`config.mk`:
```
export PLATFORM = sky130hd
export DESIGN_NAME = seq_sorter
export DESIGN_NICKNAME = d
export VERILOG_FILES = /design/src/rtl/seq_sorter.sv
export SDC_FILE = /design/constraint.sdc
export NUM_CORES = 1
export LEC_CHECK = 0
export CAP_MARGIN = 20
export CORE_MARGIN = 10
export CORE_UTILIZATION = 50
export DETAILED_ROUTE_END_ITERATION = 10
export HOLD_SLACK_MARGIN = 0.1
export PLACE_DENSITY = 0.85
export SLEW_MARGIN = 20
export SYNTH_ARGS = -nofsm -noshare
export SYNTH_HDL_FRONTEND = slang
export SYNTH_SLANG_ARGS = --single-unit
```
`constraint.sdc`:
```
create_clock -name clk -period 5.3 [get_ports clk]
set_input_delay 1.06 -clock clk [delete_from_list [all_inputs] [get_ports clk]]
set_output_delay 1.06 -clock clk [all_outputs]
set_load 0.01 [all_outputs]
```
`src/rtl/seq_sorter.sv`:
```
// Multi-cycle odd-even transposition sorter: one compare-exchange phase per clock,
// runtime ascending/descending order, swap count, valid/ready on both sides.
module seq_sorter #(
    parameter int unsigned W  = 4,
    parameter int unsigned N  = 4,
    parameter int unsigned SW = $clog2(N*(N-1)/2+1)
) (
    input  logic            clk,
    input  logic            rst_n,
    input  logic            in_valid,
    output logic            in_ready,
    input  logic [N*W-1:0]  in_data,
    input  logic            desc,
    output logic            out_valid,
    input  logic            out_ready,
    output logic [N*W-1:0]  out_data,
    output logic [SW-1:0]   out_swaps
);

    localparam int unsigned PW = (N > 2) ? $clog2(N) : 1;

    typedef enum logic [1:0] {IDLE, SORT, DONE} state_e;

    state_e                 state_q, state_d;
    logic [N-1:0][W-1:0]    arr_q, arr_d, phase_arr_c;
    logic [SW-1:0]          swaps_q, swaps_d, phase_swaps_c;
    logic [PW-1:0]          phase_q, phase_d;
    logic                   desc_q, desc_d;
    logic                   last_phase_c;

    assign last_phase_c = (phase_q == PW'(N-1));

    // State register
    always_ff @(posedge clk or negedge rst_n) begin
        if (!rst_n) begin
            state_q <= IDLE;
        end else begin
            state_q <= state_d;
        end
    end

    // Next-state logic
    always_comb begin
        state_d = state_q;
        case (state_q)
            IDLE:    if (in_valid)     state_d = SORT;
            SORT:    if (last_phase_c) state_d = DONE;
            DONE:    if (out_ready)    state_d = IDLE;
            default: state_d = IDLE;
        endcase
    end

    // Handshake outputs decoded from the state register only
    always_comb begin
        in_ready  = 1'b0;
        out_valid = 1'b0;
        case (state_q)
            IDLE:    in_ready  = 1'b1;
            DONE:    out_valid = 1'b1;
            default: ;
        endcase
    end

    // One phase: even phases pair (0,1),(2,3)..., odd phases pair (1,2),(3,4)...
    always_comb begin
        phase_arr_c   = arr_q;
        phase_swaps_c = '0;
        for (int unsigned a = 0; a < N-1; a++) begin
            if ((a % 2 == 1) == phase_q[0]) begin
                if (desc_q ? (arr_q[a] < arr_q[a+1]) : (arr_q[a] > arr_q[a+1])) begin
                    phase_arr_c[a]   = arr_q[a+1];
                    phase_arr_c[a+1] = arr_q[a];
                    phase_swaps_c    = phase_swaps_c + SW'(1);
                end
            end
        end
    end

    // Datapath next-state
    always_comb begin
        arr_d   = arr_q;
        swaps_d = swaps_q;
        phase_d = phase_q;
        desc_d  = desc_q;
        case (state_q)
            IDLE: begin
                if (in_valid) begin
                    arr_d   = in_data;
                    desc_d  = desc;
                    swaps_d = '0;
                    phase_d = '0;
                end
            end
            SORT: begin
                arr_d   = phase_arr_c;
                swaps_d = swaps_q + phase_swaps_c;
                phase_d = last_phase_c ? '0 : phase_q + PW'(1);
            end
            default: ;
        endcase
    end

    always_ff @(posedge clk or negedge rst_n) begin
        if (!rst_n) begin
            arr_q   <= '0;
            swaps_q <= '0;
            phase_q <= '0;
            desc_q  <= 1'b0;
        end else begin
            arr_q   <= arr_d;
            swaps_q <= swaps_d;
            phase_q <= phase_d;
            desc_q  <= desc_d;
        end
    end

    assign out_data  = arr_q;
    assign out_swaps = swaps_q;

endmodule

```
Yosys cells after proc, flatten, opt, wreduce, memory -nomap -nowiden --
Index checks and enable logic that the tools add are counted.
Storage, ports and cells: memories kept 0, bits of input ports 21, logic and storage cells 62, memory bits (writable) 0, memory bits (read-only) 0, latch bits 0, register bits 24, output and inout bits 21
Cells by class: $add $sub $neg 4, shift operators 0, reduce and logical (&&, ||, !) cells 7, equal/unequal tests 9, multipliers 0, order comparisons 6, bitwise gates (word level) 0, div/mod/pow operators 0, multiplexer cells 28
Operator list (count):
- 2-to-1 mux 8 bit | 6
- case mux 16 bit (2 select lines) | 1
- 2-to-1 mux 16 bit | 1
- 2-to-1 mux 3 bit | 5
- > comparator 4 bit | 3
- < comparator 4 bit | 3
- != test 2 bit, second input constant | 6
- 2-to-1 mux 2 bit | 5
- AND reduction 4 bit | 2
- 2-to-1 mux 1 bit | 7
- adder 3 x 1 -> 3 bit, second input constant | 2
- case mux 2 bit (3 select lines) | 1
- case mux 3 bit (2 select lines) | 1
- == test 2 bit, second input constant | 2
- case mux 2 bit (2 select lines) | 1
- AND reduction 2 bit | 2
- adder 3 bit | 1
- AND reduction 3 bit | 1
- adder 2 x 1 -> 2 bit, second input constant | 1
- == test 2 x 1 -> 1 bit, second input constant | 1
- logical NOT 2 bit | 1
- nonzero test 2 bit | 1

Logic depth before layout (Yosys ltp) --
depth after elaboration 12, mapped depth 13, gate-level depth less buffers 13

Worst setup path before layout --
OpenSTA, ideal clock, no wires.
path kind register to register, start point reg arr_q (netlist bit out_data[9]), end point reg swaps_q[1] (netlist: out_swaps[1]), data arrival time 2.690 ns, path buffers 1, stages on the path, launching flop included 12, clock period less this slack 2.811 ns, slack 2.489 ns, data required time 5.179 ns, library setup time 0.121 ns, cell sequence dfrtp_1 inv_1 ha_1 nor2b_1 o211a_1 or3_1 a21bo_2 buf_6 o21ai_0 ha_1 fa_1 a22o_1
On the way: longest elaborated chain between the ends 9, elaborated cells on any way between the ends 13, classes of those cells 2 x add/sub; 4 x order compare; 7 x mux
Ends and longest elaborated chain:
- start: declaration | RTL line 25 | logic [N-1:0][W-1:0] arr_q, arr_d, phase_arr_c;
- start signal: assignment | RTL line 110 | arr_q <= arr_d;
- > comparator 4 bit or < comparator 4 bit (tied branches) | RTL line 70 | if (desc_q ? (arr_q[a] < arr_q[a+1]) : (arr_q[a] > arr_q[a+1])) begin
- 2-to-1 mux 1 bit | RTL line 70
- 2-to-1 mux 3 bit | RTL line 70
- 2-to-1 mux 3 bit | RTL line 69 | if ((a % 2 == 1) == phase_q[0]) begin
- adder 3 x 1 -> 3 bit | RTL line 73 | phase_swaps_c = phase_swaps_c + SW'(1);
- 2-to-1 mux 3 bit | RTL line 70
- 2-to-1 mux 3 bit (*) | RTL line 69
- adder 3 bit (*) | RTL line 96 | swaps_d = swaps_q + phase_swaps_c;
- case mux 3 bit (2 select lines) (*) | RTL line 85 | case (state_q)
- end signal: assignment | RTL line 111 | swaps_q <= swaps_d;
- end: declaration | RTL line 26 | logic [SW-1:0] swaps_q, swaps_d, phase_swaps_c;
Every way passes the cells marked *; elsewhere a longest branch is shown, timed or not. A chain may end at the register's enable or synchronous reset.

Final worst setup path --
start point reg arr_q (netlist bit out_data[5]), end point reg swaps_q[1] (netlist: out_swaps[1])
On the way: longest elaborated chain between the ends 12, elaborated cells on any way between the ends 16, classes of those cells 3 x add/sub; 4 x order compare; 9 x mux
Ends and longest elaborated chain (RTL line):
- > comparator 4 bit or < comparator 4 bit (tied branches) | 70
- 2-to-1 mux 1 bit (2 in a row) | 70
- 2-to-1 mux 1 bit | 69
- adder 3 x 1 -> 3 bit | 73
- 2-to-1 mux 3 bit | 70
- 2-to-1 mux 3 bit (*) | 69
- adder 3 x 1 -> 3 bit | 73
- 2-to-1 mux 3 bit | 70
- 2-to-1 mux 3 bit (*) | 69
- adder 3 bit (*) | 96
- case mux 3 bit (2 select lines) (*) | 85
Marked as above.

==> results.tsv <==
metric	value	unit
async set-reset flop share out of synthesis	100	%
WL met3	371	µm
WL per Instance	17.9	µm
met2 wire len	2640	µm
CTS tree	yes	
Min-Delay Path Class	reg -> reg	
antenna cells	0	
post-route insts no fill	290	
kind of critical path	reg -> reg	
# IOs	42	
latest clock arrival within the worst-skew pair	270	ps
Yosys top cell area share	32.2	%
Die ar.	6570	µm²
via total after detailed routing	1780	
Crit Path Max Fanout	7	
Int Pwr	0.930	mW
Worst-Margin Slew	669	ps
Comb pwr share	69.4	%
Fin. Hold Viols	0	
Post-DP HPWL	3960	µm
share of the yosys chip area belonging to registers	32.2	%
register share of total power	23.4	%
die width	81.1	µm
most used flip-flop cell after synthesis	dfrtp_1	
largest cells by area after synthesis	dfrtp_1 (32%), ha_1 (9.4%), mux2i_1 (4.3%)	
Mapped Area	1860	µm²
RSZ-0062 raised after global routing	no	
Area Overhead vs Synth	26.1	%
routed length on met1	2120	µm
power share of the clock group	7.2	%
max-slew violation count	0	
H-tree levels	1	
Final Cycle Share	59.0	%
post-synth cell types	49	
hold-fix buffers at CTS	0	
sw frac	48.1	%
vias in the first global route	1716	
Final nets	279	
clk slew on worst S/H paths	90	ps
DRC Markers	0	
Synth Register Bits	24	
layout cells sized above 1	5.79	%
max frequency	320	MHz
Syn Nets	240	
Post-Syn Instances	204	
DRT Wirelength	5200	µm
# rows	22	
setup violators final	0	
placed cell count	286	
leakage	1.03	nW
IO Port Bufs	41	
Max clock buf depth	2	
initial drt markers	318	
Worst IR Drop VDD	0.409	mV
CTS root buffer	clkbuf_8	
drt first pass iters	5	
first-pass GRT wire length	8270	µm
largest net degree at the start of global routing	25	
min Tclk post-route	3130	ps
Worst Path Required	5470	ps
Total GRT Usage	15.6	%
EDFF count, synth	0	
worst clock skew	2.78	ps
antenna violations before repair	0	
CP endpoint kind	register	
TritonCTS Buffers	3	
post-CTS setup buffer count	0	
GRT Residual Overflow	0	
Pwr Density	762	nW/µm²
Core Box Area	3630	µm²
Max transition margin	55.3	%
Die Y-Extent	81.1	µm
crit path DAT	3290	ps
initial core utilization	51.3	%
area leader, netlist	dfrtp_1	
post-CTS sizing	0	
gpl congestion	0.914	
startpoint types	register	
Warnings, synthesis	0	
status	complete, no violations	
Max Used Layer	met4	
Sw Pwr	0.861	mW
Post-Syn Area per Cell	9.14	µm²
Post-Route Setup TNS	0	ps
vias per cell	6.14	
clk sinks	24	
DRT antenna net count	0	
Max Cap Viol	0	
-- power groups by stage --
stage	registers [mW]	clock network, mW	logic [mW]
global route	0.435	0.132	1.37
CTS	0.416	0.127	1.23
floorplan	0.396	0	0.892
global placement	0.417	0	1.20
detailed placement	0.417	0	1.22
finish	0.419	0.129	1.24
-- per-layer routing --
metal	global-route usage, %	vias up
li1	-	847
met1	19.2	853
met2	27.4	73
met3	2.76	7
met4	3.81	0
met5	0	-
-- state kept, by name, summed over array words and instances, names as in the netlist --
register and count:
state_q 2, phase_q 2, out_data 16, out_swaps 3
desc_q 1
-- synthesized netlist by cell type (5+ instances only) --
| master | number |
|---|---|
| clkbuf_1 | 5 |
| dfrtp_1 | 24 |
| nand2_1 | 19 |
| ha_1 | 14 |
| mux2i_1 | 8 |
| o21ai_0 | 10 |
| o31ai_1 | 5 |
| nand4_1 | 6 |
| nor2_1 | 10 |
| inv_1 | 16 |
| a21oi_1 | 9 |
-- cells in the final DEF, fill, tap and decap left out, types with 4 or more instances in the layout --
cell type,Yosys,routed
clkdlybuf4s50_1,0,41
dfrtp_1,24,24
nand2_1,19,19
inv_1,16,16
ha_1,14,14
o21ai_0,10,10
nor2_1,10,10
a21oi_1,9,9
mux2i_1,8,8
nand4_1,6,6
o31ai_1,5,5
nor2b_1,4,4
o211a_1,4,4
and2_1,4,4
nand2b_1,4,4
a211oi_1,4,4
a22o_1,4,4
clkbuf_8,0,4
-- through the flow --
stage	hold slack, ps	power, mW	instance area (µm²)	worst slack (ps)	utilization [%]
final	522	1.79	2350	2170	64.7
after global routing	548	1.94	2350	1990	64.7
after CTS	523	1.78	2350	2210	64.7
after detailed placement	499	1.64	2300	2230	63.2
after global placement	494	1.62	2300	2310	63.2
after floorplan	477	1.29	1860	2490	-
-- worst max-delay path, cell delays in order (launching register included) --
cell and delay [ps]:
dfrtp_1 500, inv_1 120, ha_1 300, nor2b_1 150
o211ai_1 310, nand3_1 210, and2_1 260, xnor2_1 140
o21ai_0 220, ha_1 210, fa_1 410, a22o_1 200
-- cell families after synthesis --
group | Yosys count | synth area share, %
XOR/XNOR | 2 | 0.940
buffers and inverters | 24 | 5.70
flip-flops | 24 | 32.2
AND/OR/NAND/NOR | 60 | 16.4
multiplexers | 12 | 6.71
AO/OA/AOI/OAI | 67 | 27.5
adder cells (fa/ha/maj) | 15 | 10.5
-- path summary, 6_finish.rpt --
| path | start | to | cells after the start | slack (ps) |
|---|---|---|---|---|
| min | phase_q[1] | phase_q[1] | 1 | 520 |
| max in group asynchronous | rst_n | out_data[14] | 2 | 3910 |
| max | out_data[5] | out_swaps[1] | 11 | 2170 |
| min in group asynchronous | rst_n | out_swaps[0] | 2 | 1140 |
| min reg2reg | phase_q[1] | phase_q[1] | 1 | 520 |
| max reg2reg | out_data[5] | out_swaps[1] | 11 | 2170 |
-- layout make-up --
| type | count | area [µm²] |
|---|---|---|
| fill | 315 | 1280 |
| multi-input combinational | 156 | 1160 |
| sequential | 24 | 601 |
| timing repair buffer | 42 | 418 |
| inverter | 16 | 60.1 |
| tap | 48 | 60.1 |
| clock buffer | 4 | 55.1 |
(Power assumes the default switching activity.)
